### src/rtl/vga_timing_gen.sv
// -----------------------------------------------------------------------------
// vga_timing_gen
//   Raster-scan timing generator for the pixel pipeline (640x480 @ 60 Hz by
//   default, 25 MHz pixel clock). Produces the current row/column, the
//   video_on blanking qualifier, HSYNC/VSYNC, a one-clock frame-start strobe,
//   and copies of video_on/HSYNC/VSYNC delayed by SYNC_DELAY clocks so they
//   line up with pixel data leaving the pipelined icon/ROM path.
//
// Ports
//   vga_clock     in   pixel clock, all state on the rising edge
//   reset         in   asynchronous active-high reset
//   pixel_column  out  [9:0] horizontal count, 0..H_TOTAL-1
//   pixel_row     out  [9:0] vertical count, 0..V_TOTAL-1
//   video_on      out  visible-area qualifier
//   horiz_sync    out  HSYNC (active level SYNC_POL)
//   vert_sync     out  VSYNC (active level SYNC_POL)
//   frame_start   out  high for the single clock at (row, column) = (0, 0)
//   video_on_d    out  video_on delayed SYNC_DELAY clocks
//   horiz_sync_d  out  horiz_sync delayed SYNC_DELAY clocks
//   vert_sync_d   out  vert_sync delayed SYNC_DELAY clocks
// -----------------------------------------------------------------------------
module vga_timing_gen #(
  parameter int   H_ACTIVE   = 640,
  parameter int   H_FP       = 16,
  parameter int   H_SYNC     = 96,
  parameter int   H_BP       = 48,
  parameter int   V_ACTIVE   = 480,
  parameter int   V_FP       = 10,
  parameter int   V_SYNC     = 2,
  parameter int   V_BP       = 33,
  parameter logic SYNC_POL   = 1'b0,
  parameter int   SYNC_DELAY = 3
) (
  input  logic       vga_clock,
  input  logic       reset,
  output logic [9:0] pixel_column,
  output logic [9:0] pixel_row,
  output logic       video_on,
  output logic       horiz_sync,
  output logic       vert_sync,
  output logic       frame_start,
  output logic       video_on_d,
  output logic       horiz_sync_d,
  output logic       vert_sync_d
);

  localparam int H_TOTAL = H_ACTIVE + H_FP + H_SYNC + H_BP;
  localparam int V_TOTAL = V_ACTIVE + V_FP + V_SYNC + V_BP;

  localparam logic [9:0] H_LAST   = 10'(H_TOTAL - 1);
  localparam logic [9:0] V_LAST   = 10'(V_TOTAL - 1);
  localparam logic [9:0] H_VIS    = 10'(H_ACTIVE);
  localparam logic [9:0] V_VIS    = 10'(V_ACTIVE);
  localparam logic [9:0] HS_FIRST = 10'(H_ACTIVE + H_FP);
  localparam logic [9:0] HS_LAST  = 10'(H_ACTIVE + H_FP + H_SYNC - 1);
  localparam logic [9:0] VS_FIRST = 10'(V_ACTIVE + V_FP);
  localparam logic [9:0] VS_LAST  = 10'(V_ACTIVE + V_FP + V_SYNC - 1);

  // The counters are 10 bits wide; larger rasters cannot be represented.
  generate
    if (H_TOTAL > 1024 || V_TOTAL > 1024) begin : g_size_check
      $error("vga_timing_gen: H_TOTAL/V_TOTAL exceed the 10-bit counter range");
    end
    if (SYNC_DELAY < 0 || SYNC_DELAY > 8) begin : g_delay_check
      $error("vga_timing_gen: SYNC_DELAY must be in 0..8");
    end
  endgenerate

  logic [9:0] col_q, col_d;
  logic [9:0] row_q, row_d;
  logic       vid_q, vid_d;
  logic       hs_q,  hs_d;
  logic       vs_q,  vs_d;
  logic       fs_q,  fs_d;

  // Decodes are taken from the next-state counts so that, once registered,
  // every output describes the same (row, column) as the counters.
  always_comb begin
    col_d = col_q + 10'd1;
    row_d = row_q;
    if (col_q == H_LAST) begin
      col_d = '0;
      row_d = (row_q == V_LAST) ? '0 : row_q + 10'd1;
    end
    vid_d = (col_d < H_VIS) && (row_d < V_VIS);
    hs_d  = (col_d >= HS_FIRST && col_d <= HS_LAST) ? SYNC_POL : ~SYNC_POL;
    vs_d  = (row_d >= VS_FIRST && row_d <= VS_LAST) ? SYNC_POL : ~SYNC_POL;
    fs_d  = (col_d == '0) && (row_d == '0);
  end

  // Reset parks the counters on the last pixel of the frame so the first
  // clock after release lands on (0, 0) with frame_start asserted.
  always_ff @(posedge vga_clock or posedge reset) begin
    if (reset) begin
      col_q <= H_LAST;
      row_q <= V_LAST;
      vid_q <= 1'b0;
      hs_q  <= ~SYNC_POL;
      vs_q  <= ~SYNC_POL;
      fs_q  <= 1'b0;
    end else begin
      col_q <= col_d;
      row_q <= row_d;
      vid_q <= vid_d;
      hs_q  <= hs_d;
      vs_q  <= vs_d;
      fs_q  <= fs_d;
    end
  end

  assign pixel_column = col_q;
  assign pixel_row    = row_q;
  assign video_on     = vid_q;
  assign horiz_sync   = hs_q;
  assign vert_sync    = vs_q;
  assign frame_start  = fs_q;

  generate
    if (SYNC_DELAY == 0) begin : g_no_delay
      assign video_on_d   = vid_q;
      assign horiz_sync_d = hs_q;
      assign vert_sync_d  = vs_q;
    end else begin : g_delay
      // Stage i holds the undelayed signal from i+1 clocks ago.
      logic [SYNC_DELAY-1:0] vid_dly_q;
      logic [SYNC_DELAY-1:0] hs_dly_q;
      logic [SYNC_DELAY-1:0] vs_dly_q;

      always_ff @(posedge vga_clock or posedge reset) begin
        if (reset) begin
          vid_dly_q <= '0;
          hs_dly_q  <= {SYNC_DELAY{~SYNC_POL}};
          vs_dly_q  <= {SYNC_DELAY{~SYNC_POL}};
        end else begin
          vid_dly_q[0] <= vid_q;
          hs_dly_q[0]  <= hs_q;
          vs_dly_q[0]  <= vs_q;
          for (int i = 1; i < SYNC_DELAY; i++) begin
            vid_dly_q[i] <= vid_dly_q[i-1];
            hs_dly_q[i]  <= hs_dly_q[i-1];
            vs_dly_q[i]  <= vs_dly_q[i-1];
          end
        end
      end

      assign video_on_d   = vid_dly_q[SYNC_DELAY-1];
      assign horiz_sync_d = hs_dly_q[SYNC_DELAY-1];
      assign vert_sync_d  = vs_dly_q[SYNC_DELAY-1];
    end
  endgenerate

endmodule

### config.mk
export PLATFORM = sky130hd
export DESIGN_NAME = vga_timing_gen
export DESIGN_NICKNAME = d
export VERILOG_FILES = /design/src/rtl/vga_timing_gen.sv
export SDC_FILE = /design/constraint.sdc
export NUM_CORES = 1
export LEC_CHECK = 0
export ABC_CLOCK_PERIOD_IN_PS = 3130
export BUFFER_PORTS_ARGS = -buffer_cell sky130_fd_sc_hd__buf_2
export CAP_MARGIN = 20
export CORE_ASPECT_RATIO = 1.25
export CORE_MARGIN = 2
export CORE_UTILIZATION = 56
export CTS_CLUSTER_DIAMETER = 50
export DETAILED_ROUTE_END_ITERATION = 8
export PLACE_DENSITY = 0.9
export SYNTH_ARGS = -nofsm -noshare
export SYNTH_HDL_FRONTEND = slang
export SYNTH_SLANG_ARGS = --single-unit
### constraint.sdc
create_clock -name vga_clock -period 3.13 [get_ports vga_clock]
set_clock_uncertainty 0.2 [all_clocks]
set_input_delay 0.4695 -clock vga_clock [delete_from_list [all_inputs] [get_ports vga_clock]]
set_output_delay 0.4695 -clock vga_clock [all_outputs]
set_load 0.02 [all_outputs]
# Yosys cells after proc, flatten, opt, wreduce, memory -nomap -nowiden
# Index checks and enable logic that the tools add are counted.
# totals
regBits,33
input_bits,2
output_inout_bits,27
word_cells,30
# classes
n_addsub,2
order_cmp,6
n_eq_ne,2
mux,5
n_reduce_logical,6
# ops
op,count
10-bit 2-to-1 mux,3
"10-bit by 1-bit adder with 10-bit output, second input constant",2
"10-bit equality test, second input constant",2
10-bit zero test,2
"10-bit greater-or-equal comparator, second input constant",1
"10-bit by 9-bit greater-or-equal comparator with 1-bit output, second input constant",1
"10-bit <= comparator, second input constant",1
"10-bit by 9-bit <= comparator with 1-bit output, second input constant",1
"10-bit less-than comparator, second input constant",1
"10-bit by 9-bit less-than comparator with 1-bit output, second input constant",1
1-bit logical AND,4
1-bit 2-to-1 mux,2

# Logic depth before layout (Yosys ltp)
# Gate-level depths: netlist (run 1).
# depth
word_depth,6
depth_mapped,8
mapped_depth_nobuf,7

# Worst setup path before layout (run 1)
# OpenSTA, ideal clock, no wires.
# synth_timing
kind,register to register
start,reg col_q[0] (netlist: pixel_column[0])
end,reg fs_q (netlist: frame_start)
setup_ps,96
arrival_time_ps,2212
required_time_ps,2834
slack_ps,622
path_stages_with_launch,9
path_buffers,2
period_less_slack_ps,2508
cell_sequence,dfstp_2 -> ha_1 -> clkbuf_1 -> and4_1 -> nand3_1 -> clkbuf_1 -> a22oi_1 -> nand4_1 -> nor4_2
# synth_between
elab_chain_cells,4
elab_cells_between_ends,7
cone_classes,add/sub (1); eq/ne (1); mux (2); reduce/logical (3)
# synth_rtl
item,line,source
"start, declared",69,"logic [9:0] col_q, col_d;"
"start signal, assigned",102,col_q <= col_d;
10-bit by 1-bit adder with 10-bit output or 10-bit equality test (tied branches),"79, 81",
10-bit 2-to-1 mux,81,if (col_q == H_LAST) begin
10-bit zero test,88,fs_d = (col_d == '0) && (row_d == '0);
1-bit logical AND (*),88,
named net fs_d,74,"logic fs_q, fs_d;"
"end signal, assigned",107,fs_q <= fs_d;
"end, declared",74,
# Mark *: on every way through the listed nets, which the timed path passes. The rest lies on a longest branch.

# Worst setup path in the final report (run 1)
# layout_timing
start,reg col_q[0] (netlist: pixel_column[0])
end,reg vid_q (netlist: video_on)
# layout_between
elab_chain_cells,4
elab_cells_between_ends,7
cone_classes,add/sub (1); order compare (2); eq/ne (1); mux (2); reduce/logical (1)
# layout_rtl
item,line,source
10-bit by 1-bit adder with 10-bit output or 10-bit equality test (tied branches),"79, 81",
10-bit 2-to-1 mux,81,
10-bit less-than comparator or 10-bit by 9-bit less-than comparator with 1-bit output (tied branches),85,vid_d = (col_d < H_VIS) && (row_d < V_VIS);
1-bit logical AND (*),85,
named net vid_d,71,"logic vid_q, vid_d;"
"end signal, assigned",104,vid_q <= vid_d;
"end, declared",71,
# Marks and branches as above.

==> results.sh, run 1 <==
export IMPL_gp_congestion=0.978
export IMPL_maxSlewViolCount=0
export IMPL_ys_ff_latch=33
export IMPL_rsz0062_at_grt="false"
export IMPL_cts_buffer_depth=2
export IMPL_netlist_area_um2=1820
export IMPL_start_kind="register"
export IMPL_p_per_area_nw_per_um2=369
export IMPL_core_area_um2=3170
export IMPL_vias=1613
export IMPL_gr_usage_all_layers_pct=25.0
export IMPL_cts_sinks=33
export IMPL_clk_pin_slew_worst_paths_ps=70
export IMPL_fmaxAchievable_mhz=361
export IMPL_max_slew_margin_pct=70.7
export IMPL_outcome="completed"
export IMPL_rr_startpoint="pixel_column[0]"
export IMPL_syn_num_nets=193
export IMPL_r2r_end="video_on"
export IMPL_crit_path_end_kind="register"
export IMPL_min_path_type="primary input to asynchronous set/reset pin"
export IMPL_io_pins=29
export IMPL_path_max_fanout=9
export IMPL_setup_viol=0
export IMPL_drc=0
export IMPL_p_leak_nw=0.892
export IMPL_fillers=264
export IMPL_ir_drop_v=0.000313
export IMPL_cap_violations=0
export IMPL_grt_pass1_wl_um=6620
export IMPL_yosys_warnings=0
export IMPL_r2r_cells=6
export IMPL_die_h_um=67.8
export IMPL_cts_tree="built"
export IMPL_cts_buffers=5
export IMPL_h_tree_depth=2
export IMPL_total_power_w=0.000785
export IMPL_dr_pass1_iters=5
export IMPL_grt_max_degree=29
export IMPL_stdcell_count=256
export IMPL_drt_first_iter_violations=54
export IMPL_clockRootBuffer="clkbuf_8"
export IMPL_async_flop_share_pct=100
export IMPL_ys_top_cells_by_area="dfstp_2 26%, dfrtp_1 21%, xnor2_1 3.4%, nand3_1 3.3%, inv_1 2.9%"
export IMPL_diodes=0
export IMPL_drive_above_1_share_pct=29.7
export IMPL_die_width_um=55.1
export IMPL_worstPathArrival_ps=2770
export IMPL_drt_total_wl_um=4160
export IMPL_dieArea_um2=3730
export IMPL_required_ps=3130
export IMPL_start_util_pct=57.6
export IMPL_antenna_found_initial=0
export IMPL_syn_inst=187
export IMPL_grt_pass1_vias=1420
export IMPL_ctsResizeCount=0
export IMPL_period_share_pct=88.5
export IMPL_viasPerCell=6.30
export IMPL_r2r_slack_ps=360
export IMPL_gr_total_overflow=0
export IMPL_synth_largest_area_cell="dfstp_2"
export IMPL_area_growth_pct=16.5
export IMPL_numPortBuffers=28
export IMPL_post_cts_repair_setup_buffers=0
export IMPL_rows=23
export IMPL_worstSkewPairLatency_ps=290
export IMPL_synth_distinct_cells=48
export IMPL_place_inst=247
export IMPL_finalSetupTns_ps=0
export IMPL_ant_nets=0
export IMPL_period_needed_ps=2770
export IMPL_synth_top_cell_area_share_pct=25.9
export IMPL_path_class="register to register"
export IMPL_yosysSeqAreaShare_pct=46.5
export IMPL_syn_mean_instance_area_um2=9.76
export IMPL_tightest_slew_ps=436
export IMPL_synth_main_ff_cell="dfstp_2"
export IMPL_hold_viol=0
export IMPL_dp_hpwl_um=3020
export IMPL_fin_nets=224
export IMPL_post_drt_wl_per_cell_um=16.3
export IMPL_postCtsHoldBufs=0
export IMPL_synth_edf_count=0
cells in the final DEF, fill, tap and decap left out, types with 3 or more instances in the layout:
master and count:
or3_1 3, buf_2 28, o211ai_1 3, nand3_1 12
a211oi_1 4, o21ai_0 4, o21ai_1 3, a21oi_1 6
clkbuf_8 6, nand4_1 8, buf_4 7, and4_1 5
dfstp_2 18, ha_1 4, nor4_1 4, a31oi_1 4
nand2_1 13, dfrtp_1 15, nor3_1 6, nor2_1 8
xnor2_1 7, inv_1 14
report_power, final:
group          switching [W]  total [W]  internal [W]
clock               0.000165   0.000343      0.000178
combinational     0.00000897  0.0000146    0.00000562
sequential                 0   0.000428      0.000428
through the flow:
stage	instance area [um2]	worst slack [ps]	hold slack (ps)	util, %
5_1_grt	2130	231	59.7	67.2
3_5_place_dp	2000	475	136	63.2
4_1_cts	2100	410	152	66.3
6_report	2130	359	53.6	67.2
2_1_floorplan	1820	622	131	-
3_3_place_gp	2000	543	135	63.2
how the worst max path moves through the flow:
| stage | start | end | cells after the start |
|---|---|---|---|
| detailed placement | pixel_column[0] | video_on | 6 |
| CTS | pixel_column[0] | video_on | 6 |
| finish | pixel_column[0] | video_on | 6 |
| global placement | pixel_column[0] | video_on | 6 |
| floorplan | pixel_column[0] | frame_start | 8 |
| global route | pixel_column[0] | video_on | 6 |
kinds of logic after synthesis:
logic type	count (synthesis)	synth area share (%)
XOR/XNOR	9	4.32
multiplexers	2	1.10
AO/OA/AOI/OAI	39	16.0
buffers and inverters	26	6.24
adder cells (fa/ha/maj)	4	2.74
flip-flops	33	46.5
AND/OR/NAND/NOR	74	23.1
Yosys cell counts (5+ instances only):
| library cell | n |
|---|---|
| inv_1 | 14 |
| dfrtp_1 | 15 |
| nor2_1 | 8 |
| nand4_1 | 8 |
| and4_1 | 5 |
| nand2_1 | 13 |
| xnor2_1 | 7 |
| dfstp_2 | 18 |
| nor3_1 | 6 |
| nand3_1 | 12 |
| a21oi_1 | 6 |
| clkbuf_1 | 9 |
critical path: stages, from the launching register on:
cell and delay, ps:
dfstp_2 610, ha_1 320, and4_1 310, nand3_1 260, o31ai_1 490, a211oi_1 190, a211oi_1 290
state kept, by name, summed over array words and instances, names as in the netlist:
name / cells
g_delay.vid_dly_q: 3
pixel_row: 10
g_delay.hs_dly_q: 3
pixel_column: 10
horiz_sync: 1
vert_sync: 1
g_delay.vs_dly_q: 3
video_on: 1
frame_start: 1
area by class of cell:
cell class / instances / area, um2 / share of cell area, %
flip-flops and latches: 33 / 848 / 39.9
multi-input cells: 128 / 862 / 40.6
clock buffers: 6 / 82.6 / 3.88
clock inverters: 2 / 13.8 / 0.647
repair buffers: 36 / 220 / 10.4
inverters: 14 / 52.6 / 2.47
well taps: 37 / 46.3 / 2.18
per-layer routing:
metal / global-route usage [%] / vias to the layer above / part of all wire, %
li1: - / 750 / -
met1: 29.2 / 777 / 39
met2: 42.9 / 75 / 52
met3: 5.46 / 11 / 5.6
met4: 11.3 / 0 / 2.9
met5: 0 / - / 0
Power figures use the tool's default switching activity.
==> run 2, diff against run 1 <==
==> config.mk (replaced) <==
export PLATFORM = sky130hd
export DESIGN_NAME = vga_timing_gen
export DESIGN_NICKNAME = d
export VERILOG_FILES = /design/src/rtl/vga_timing_gen.sv
export SDC_FILE = /design/constraint.sdc
export NUM_CORES = 1
export LEC_CHECK = 0
export ABC_CLOCK_PERIOD_IN_PS = 3300
export BUFFER_PORTS_ARGS = -buffer_cell sky130_fd_sc_hd__buf_2
export CAP_MARGIN = 20
export CORE_ASPECT_RATIO = 1.25
export CORE_MARGIN = 2
export CORE_UTILIZATION = 60
export CTS_CLUSTER_DIAMETER = 50
export DETAILED_ROUTE_END_ITERATION = 8
export PLACE_DENSITY = 0.95
export RECOVER_POWER = 100
export SYNTH_ARGS = -nofsm -noshare
export SYNTH_HDL_FRONTEND = slang
export SYNTH_SLANG_ARGS = --single-unit
==> constraint.sdc (replaced) <==
create_clock -name vga_clock -period 3.3 [get_ports vga_clock]
set_clock_uncertainty 0.2 [all_clocks]
set_input_delay 0.495 -clock vga_clock [delete_from_list [all_inputs] [get_ports vga_clock]]
set_output_delay 0.495 -clock vga_clock [all_outputs]
set_load 0.02 [all_outputs]
==> run 2 against run 1 <==
Non-clock buffer count shrank 3; sequential cell count is the same; first-iteration DRC count grew 41%; via count shrank 0.87%; worst setup slack gained 30 ps; critical path depth is the same; register-to-register slack gained 30 ps; final area shrank 4.4%; sequential power shrank 5.4%; largest power group unchanged.
==> results.sh, run 2 (synthesis results as in run 1) <==
export IMPL_drt_first_iter_violations=76
export IMPL_antenna_found_initial=0
export IMPL_die_width_um=53.3
export IMPL_drc=0
export IMPL_worstSkewPairLatency_ps=340
export IMPL_combPwrFrac_pct=1.4
export IMPL_min_path_type="register to register"
export IMPL_swShare_pct=21.2
export IMPL_die_h_um=65.7
export IMPL_h_tree_depth=2
export IMPL_power_frac_clock_pct=42.3
export IMPL_crit_path_end_kind="register"
export IMPL_rows=22
export IMPL_path_class="register to register"
export IMPL_drt_total_wl_um=4230
export IMPL_drive_above_1_share_pct=13.0
export IMPL_intPower_w=0.000567
export IMPL_finalSetupTns_ps=0
export IMPL_fin_nets=221
export IMPL_fin_util_pct=69.7
export IMPL_ant_nets=0
export IMPL_numPortBuffers=28
export IMPL_vias=1599
export IMPL_path_max_fanout=11
export IMPL_period_share_pct=88.2
export IMPL_period_needed_ps=2910
export IMPL_p_leak_nw=0.788
export IMPL_hold_viol=0
export IMPL_cts_sinks=33
export IMPL_layout_common_cells="23 x clkbuf_1, 15 x dfrtp_1, 14 x inv_1, 13 x nand2_1, 12 x nand3_1"
export IMPL_ctsResizeCount=0
export IMPL_area_growth_pct=11.5
export IMPL_clk_pin_slew_worst_paths_ps=110
export IMPL_dr_pass1_iters=5
export IMPL_final_common_cell="clkbuf_1"
export IMPL_required_ps=3350
export IMPL_grt_max_degree=29
export IMPL_p_per_area_nw_per_um2=354
export IMPL_rsz0062_at_grt="false"
export IMPL_cap_violations=0
export IMPL_grt_pass1_wl_um=7080
export IMPL_viasPerCell=6.35
export IMPL_post_cts_repair_setup_buffers=0
export IMPL_hold_ws_ps=167
export IMPL_seqPwrFrac_pct=56.2
export IMPL_grt_pass1_vias=1466
export IMPL_setup_viol=0
export IMPL_max_slew_margin_pct=13.4
export IMPL_gr_total_overflow=0
export IMPL_top_layer="met4"
export IMPL_fillers=250
export IMPL_start_kind="register"
export IMPL_ir_drop_v=0.000289
export IMPL_p_switching_w=0.000153
export IMPL_diodes=0
export IMPL_outcome="completed"
export IMPL_worstPathArrival_ps=2960
export IMPL_met2_length_um=2190
export IMPL_post_drt_wl_per_cell_um=16.8
export IMPL_dp_hpwl_um=3040
export IMPL_fmaxAchievable_mhz=344
export IMPL_tightest_slew_ps=1300
export IMPL_start_util_pct=62.5
export IMPL_maxSlewViolCount=0
export IMPL_gr_usage_all_layers_pct=27.7
export IMPL_drt_met1_wl_um=1660
export IMPL_dieArea_um2=3500
export IMPL_clockRootBuffer="clkbuf_4"
export IMPL_cts_tree="built"
export IMPL_cts_buffer_depth=2
export IMPL_io_pins=29
export IMPL_gp_congestion=0.899
export IMPL_core_area_um2=2920
export IMPL_wl_met3_um=224
export IMPL_cts_buffers=5
==> run 2: changes by cell type in the layout (fill, tap and decap cells not counted), moves of 3 or more <==
| cell | delta |
|---|---|
| clkbuf_4 | +5 |
| buf_2 | -19 |
| clkbuf_1 | +23 |
| buf_4 | -7 |
| o21ai_0 | +3 |
| dfstp_1 | +10 |
| clkbuf_8 | -6 |
| dfstp_2 | -10 |
| o21ai_1 | -3 |
==> run 2: through the flow <==
| step | std cells | cell area (um2) | power (W) | worst slack, ps |
|---|---|---|---|---|
| global route | 252 | 2030 | 0.000743 | 198 |
| floorplan | 187 | 1820 | 0.000418 | 792 |
| CTS | 250 | 2050 | 0.000725 | 535 |
| detailed placement | 242 | 1970 | 0.000423 | 564 |
| finish | 252 | 2030 | 0.000720 | 390 |
| global placement | 242 | 1970 | 0.000422 | 659 |
==> run 2: worst max-delay path, cell delays in order, from the launching register on <==
cell and delay (ps):
dfstp_1 690, ha_1 360, and4_1 320, nand3_1 360, o31ai_1 490, a211oi_1 150
a211oi_1 250
==> run 2: area by class of cell <==
class | instances | area (um2) | share of cell area [%]
multi-input cells | 128 | 862 | 42.4
flip-flops and latches | 33 | 848 | 41.7
repair buffers | 33 | 141 | 6.95
inverters | 14 | 52.6 | 2.58
clock inverters | 3 | 46.3 | 2.28
well taps | 36 | 45.0 | 2.22
clock buffers | 5 | 37.5 | 1.85
==> run 2: what timing repair did <==
item	4_1_cts	5_1_grt
hold endpoints to repair	0	1
setup endpoints to repair	0	0
hold buffers	0	1
==> run 2: path summary, 6_finish.rpt <==
| path | slack (ps) | cells after the start | end | start |
|---|---|---|---|---|
| setup / recovery | 390 | 6 | video_on | pixel_column[0] |
| hold / removal | 170 | 0 | g_delay.vs_dly_q[2] | g_delay.vs_dly_q[1] |
| max in group asynchronous | 1040 | 5 | g_delay.hs_dly_q[2] | reset |
| setup reg to reg | 390 | 6 | video_on | pixel_column[0] |
| min in group asynchronous | 370 | 3 | video_on | reset |
| hold reg to reg | 170 | 0 | g_delay.vs_dly_q[2] | g_delay.vs_dly_q[1] |
==> run 2: power groups by stage <==
stage	clock network, W	logic, W	registers (W)
finish	0.000305	0.0000103	0.000405
floorplan	0	0.00000578	0.000412
global route	0.000326	0.0000123	0.000405
global placement	0	0.0000101	0.000412
detailed placement	0	0.0000104	0.000412
CTS	0.000309	0.0000105	0.000405
==> run 2: routing by layer <==
metal	vias up	track usage (%)
met2	70	46.0
met4	0	13.1
li1	744	-
met1	768	34.1
met5	-	0
met3	17	5.00
==> run 3, diff against run 2 <==
--- a/config.mk
+++ b/config.mk
@@ -15,6 +15,7 @@
 export DETAILED_ROUTE_END_ITERATION = 8
 export PLACE_DENSITY = 0.95
 export RECOVER_POWER = 100
+export SLEW_MARGIN = 40
 export SYNTH_ARGS = -nofsm -noshare
 export SYNTH_HDL_FRONTEND = slang
 export SYNTH_SLANG_ARGS = --single-unit
==> constraint.sdc (replaced) <==
create_clock -name vga_clock -period 3.3 [get_ports vga_clock]
set_clock_uncertainty 0.2 [all_clocks]
set_input_delay 0.495 -clock vga_clock [delete_from_list [all_inputs] [get_ports vga_clock]]
set_output_delay 0.495 -clock vga_clock [all_outputs]
set_load 0.05 [all_outputs]
==> run 3 against run 2 <==
Global-route usage unchanged; critical path depth is the same; total power barely moved; fmax is essentially flat; sequential power is essentially flat; combinational power decreased by 14%; register-to-register slack is essentially flat; critical path type unchanged.
==> results.sh, run 3 (synthesis results as in run 1) <==
export IMPL_fin_util_pct=68.9
export IMPL_worst_slack_ps=389
export IMPL_path_class="register to register"
export IMPL_cts_buffers=5
export IMPL_power_frac_clock_pct=42.4
export IMPL_drc=0
export IMPL_r2r_cells=6
export IMPL_cp_common_cell="a211oi_1"
export IMPL_cpPeakStageDelay_ps=690
export IMPL_hold_start="g_delay.vs_dly_q[0]"
export IMPL_clk_pin_slew_worst_paths_ps=110
export IMPL_vias=1605
export IMPL_dr_pass1_iters=5
export IMPL_area_growth_pct=10.2
export IMPL_setup_viol=0
export IMPL_p_leak_nw=0.744
export IMPL_layout_common_cells="30 x clkbuf_1, 15 x dfrtp_1, 15 x dfstp_2, 14 x inv_1, 13 x nand2_1"
export IMPL_gp_congestion=0.899
export IMPL_clockRootBuffer="clkbuf_4"
export IMPL_cts_tree="built"
export IMPL_outcome="completed"
export IMPL_intPower_w=0.000567
export IMPL_cts_buffer_depth=2
export IMPL_min_path_type="register to register"
export IMPL_start_kind="register"
export IMPL_post_cts_repair_setup_buffers=0
export IMPL_cp_startpoint="pixel_column[0]"
export IMPL_core_area_um2=2920
export IMPL_start_util_pct=62.5
export IMPL_wl_met3_um=255
export IMPL_max_slew_margin_pct=32.5
export IMPL_holdPathStages=0
export IMPL_required_ps=3350
export IMPL_ir_drop_v=0.000299
export IMPL_met2_length_um=2190
export IMPL_combPwrFrac_pct=1.2
export IMPL_swShare_pct=21.3
export IMPL_gr_total_overflow=0
export IMPL_rr_startpoint="pixel_column[0]"
export IMPL_dp_hpwl_um=3040
export IMPL_period_share_pct=88.2
export IMPL_antenna_found_initial=0
export IMPL_drt_first_iter_violations=67
export IMPL_top_layer="met4"
export IMPL_worstPathArrival_ps=2970
export IMPL_h_tree_depth=2
export IMPL_io_pins=29
export IMPL_crit_path_end_kind="register"
export IMPL_p_switching_w=0.000153
export IMPL_diodes=0
export IMPL_ctsResizeCount=0
export IMPL_finalSetupTns_ps=0
export IMPL_viasPerCell=6.42
export IMPL_drt_total_wl_um=4260
export IMPL_die_width_um=53.3
export IMPL_drt_met1_wl_um=1660
export IMPL_dieArea_um2=3500
export IMPL_hold_viol=0
export IMPL_cts_sinks=33
export IMPL_grt_max_degree=29
export IMPL_worstSkewPairLatency_ps=340
export IMPL_p_per_area_nw_per_um2=358
export IMPL_seqPwrFrac_pct=56.3
export IMPL_post_drt_wl_per_cell_um=17.1
export IMPL_tightest_slew_ps=1010
export IMPL_ant_nets=0
export IMPL_path_max_fanout=11
export IMPL_postCtsHoldBufs=0
export IMPL_numPortBuffers=28
export IMPL_fin_nets=219
export IMPL_die_h_um=65.7
export IMPL_cap_violations=0
export IMPL_grt_pass1_vias=1466
export IMPL_path_cells="ha_1 -> and4_1 -> nand3_1 -> o31ai_1 -> a211oi_1 -> a211oi_1"
export IMPL_slowest_stage="dfstp_1"
export IMPL_post_place_ws_ps=564
export IMPL_maxSlewViolCount=0
export IMPL_rsz0062_at_grt="false"
export IMPL_period_needed_ps=2910
export IMPL_final_common_cell="clkbuf_1"
export IMPL_rows=22
export IMPL_drive_above_1_share_pct=12.6
export IMPL_gr_usage_all_layers_pct=27.7
export IMPL_fmaxAchievable_mhz=343
export IMPL_grt_pass1_wl_um=7080
## run 3: metal layers
metal  track usage (%)  up-vias
met4              13.1        0
met5                 0        -
li1                  -      744
met2              46.0       78
met3              5.00       19
met1              34.1      764
## run 3: area by class of cell
cell class                 count  area (um2)
tap                           36        45.0
clock inverter                 3        46.3
clock buffer                   5        37.5
fill                         255         908
multi-input combinational    128         862
sequential                    33         848
inverter                      14        52.6
timing repair buffer          31         118
## run 3: path summary, 6_finish.rpt
check / endpoint / slack, ps
min reg2reg: g_delay.vs_dly_q[1] / 160
min in group asynchronous: g_delay.vid_dly_q[1] / 180
max in group asynchronous: g_delay.hs_dly_q[1] / 1980
max: video_on / 390
max reg2reg: video_on / 390
min: g_delay.vs_dly_q[1] / 160
## run 3: critical path, delay by kind of cell (launching register included)
| kind | cells | cell delay, ps |
|---|---|---|
| AND/OR/NAND/NOR | 2 | 690 |
| adder cells (fa/ha/maj) | 1 | 360 |
| AO/OA/AOI/OAI | 3 | 890 |
| flip-flops | 1 | 690 |
## run 3: power groups by stage
| stage | combinational [W] | clock (W) | sequential, W |
|---|---|---|---|
| final | 0.00000889 | 0.000305 | 0.000405 |
| after global placement | 0.0000101 | 0 | 0.000412 |
| after detailed placement | 0.0000106 | 0 | 0.000412 |
| after global routing | 0.0000107 | 0.000326 | 0.000405 |
| after floorplan | 0.00000578 | 0 | 0.000412 |
| after CTS | 0.0000106 | 0.000309 | 0.000405 |
## run 3: through the flow
step	hold slack (ps)	power, W	instances	instance area (um2)
finish	164	0.000719	250	2010
global route	156	0.000742	250	2010
CTS	8.32	0.000725	250	2050
detailed placement	149	0.000423	242	1970
global placement	138	0.000422	242	1970
floorplan	131	0.000418	187	1820
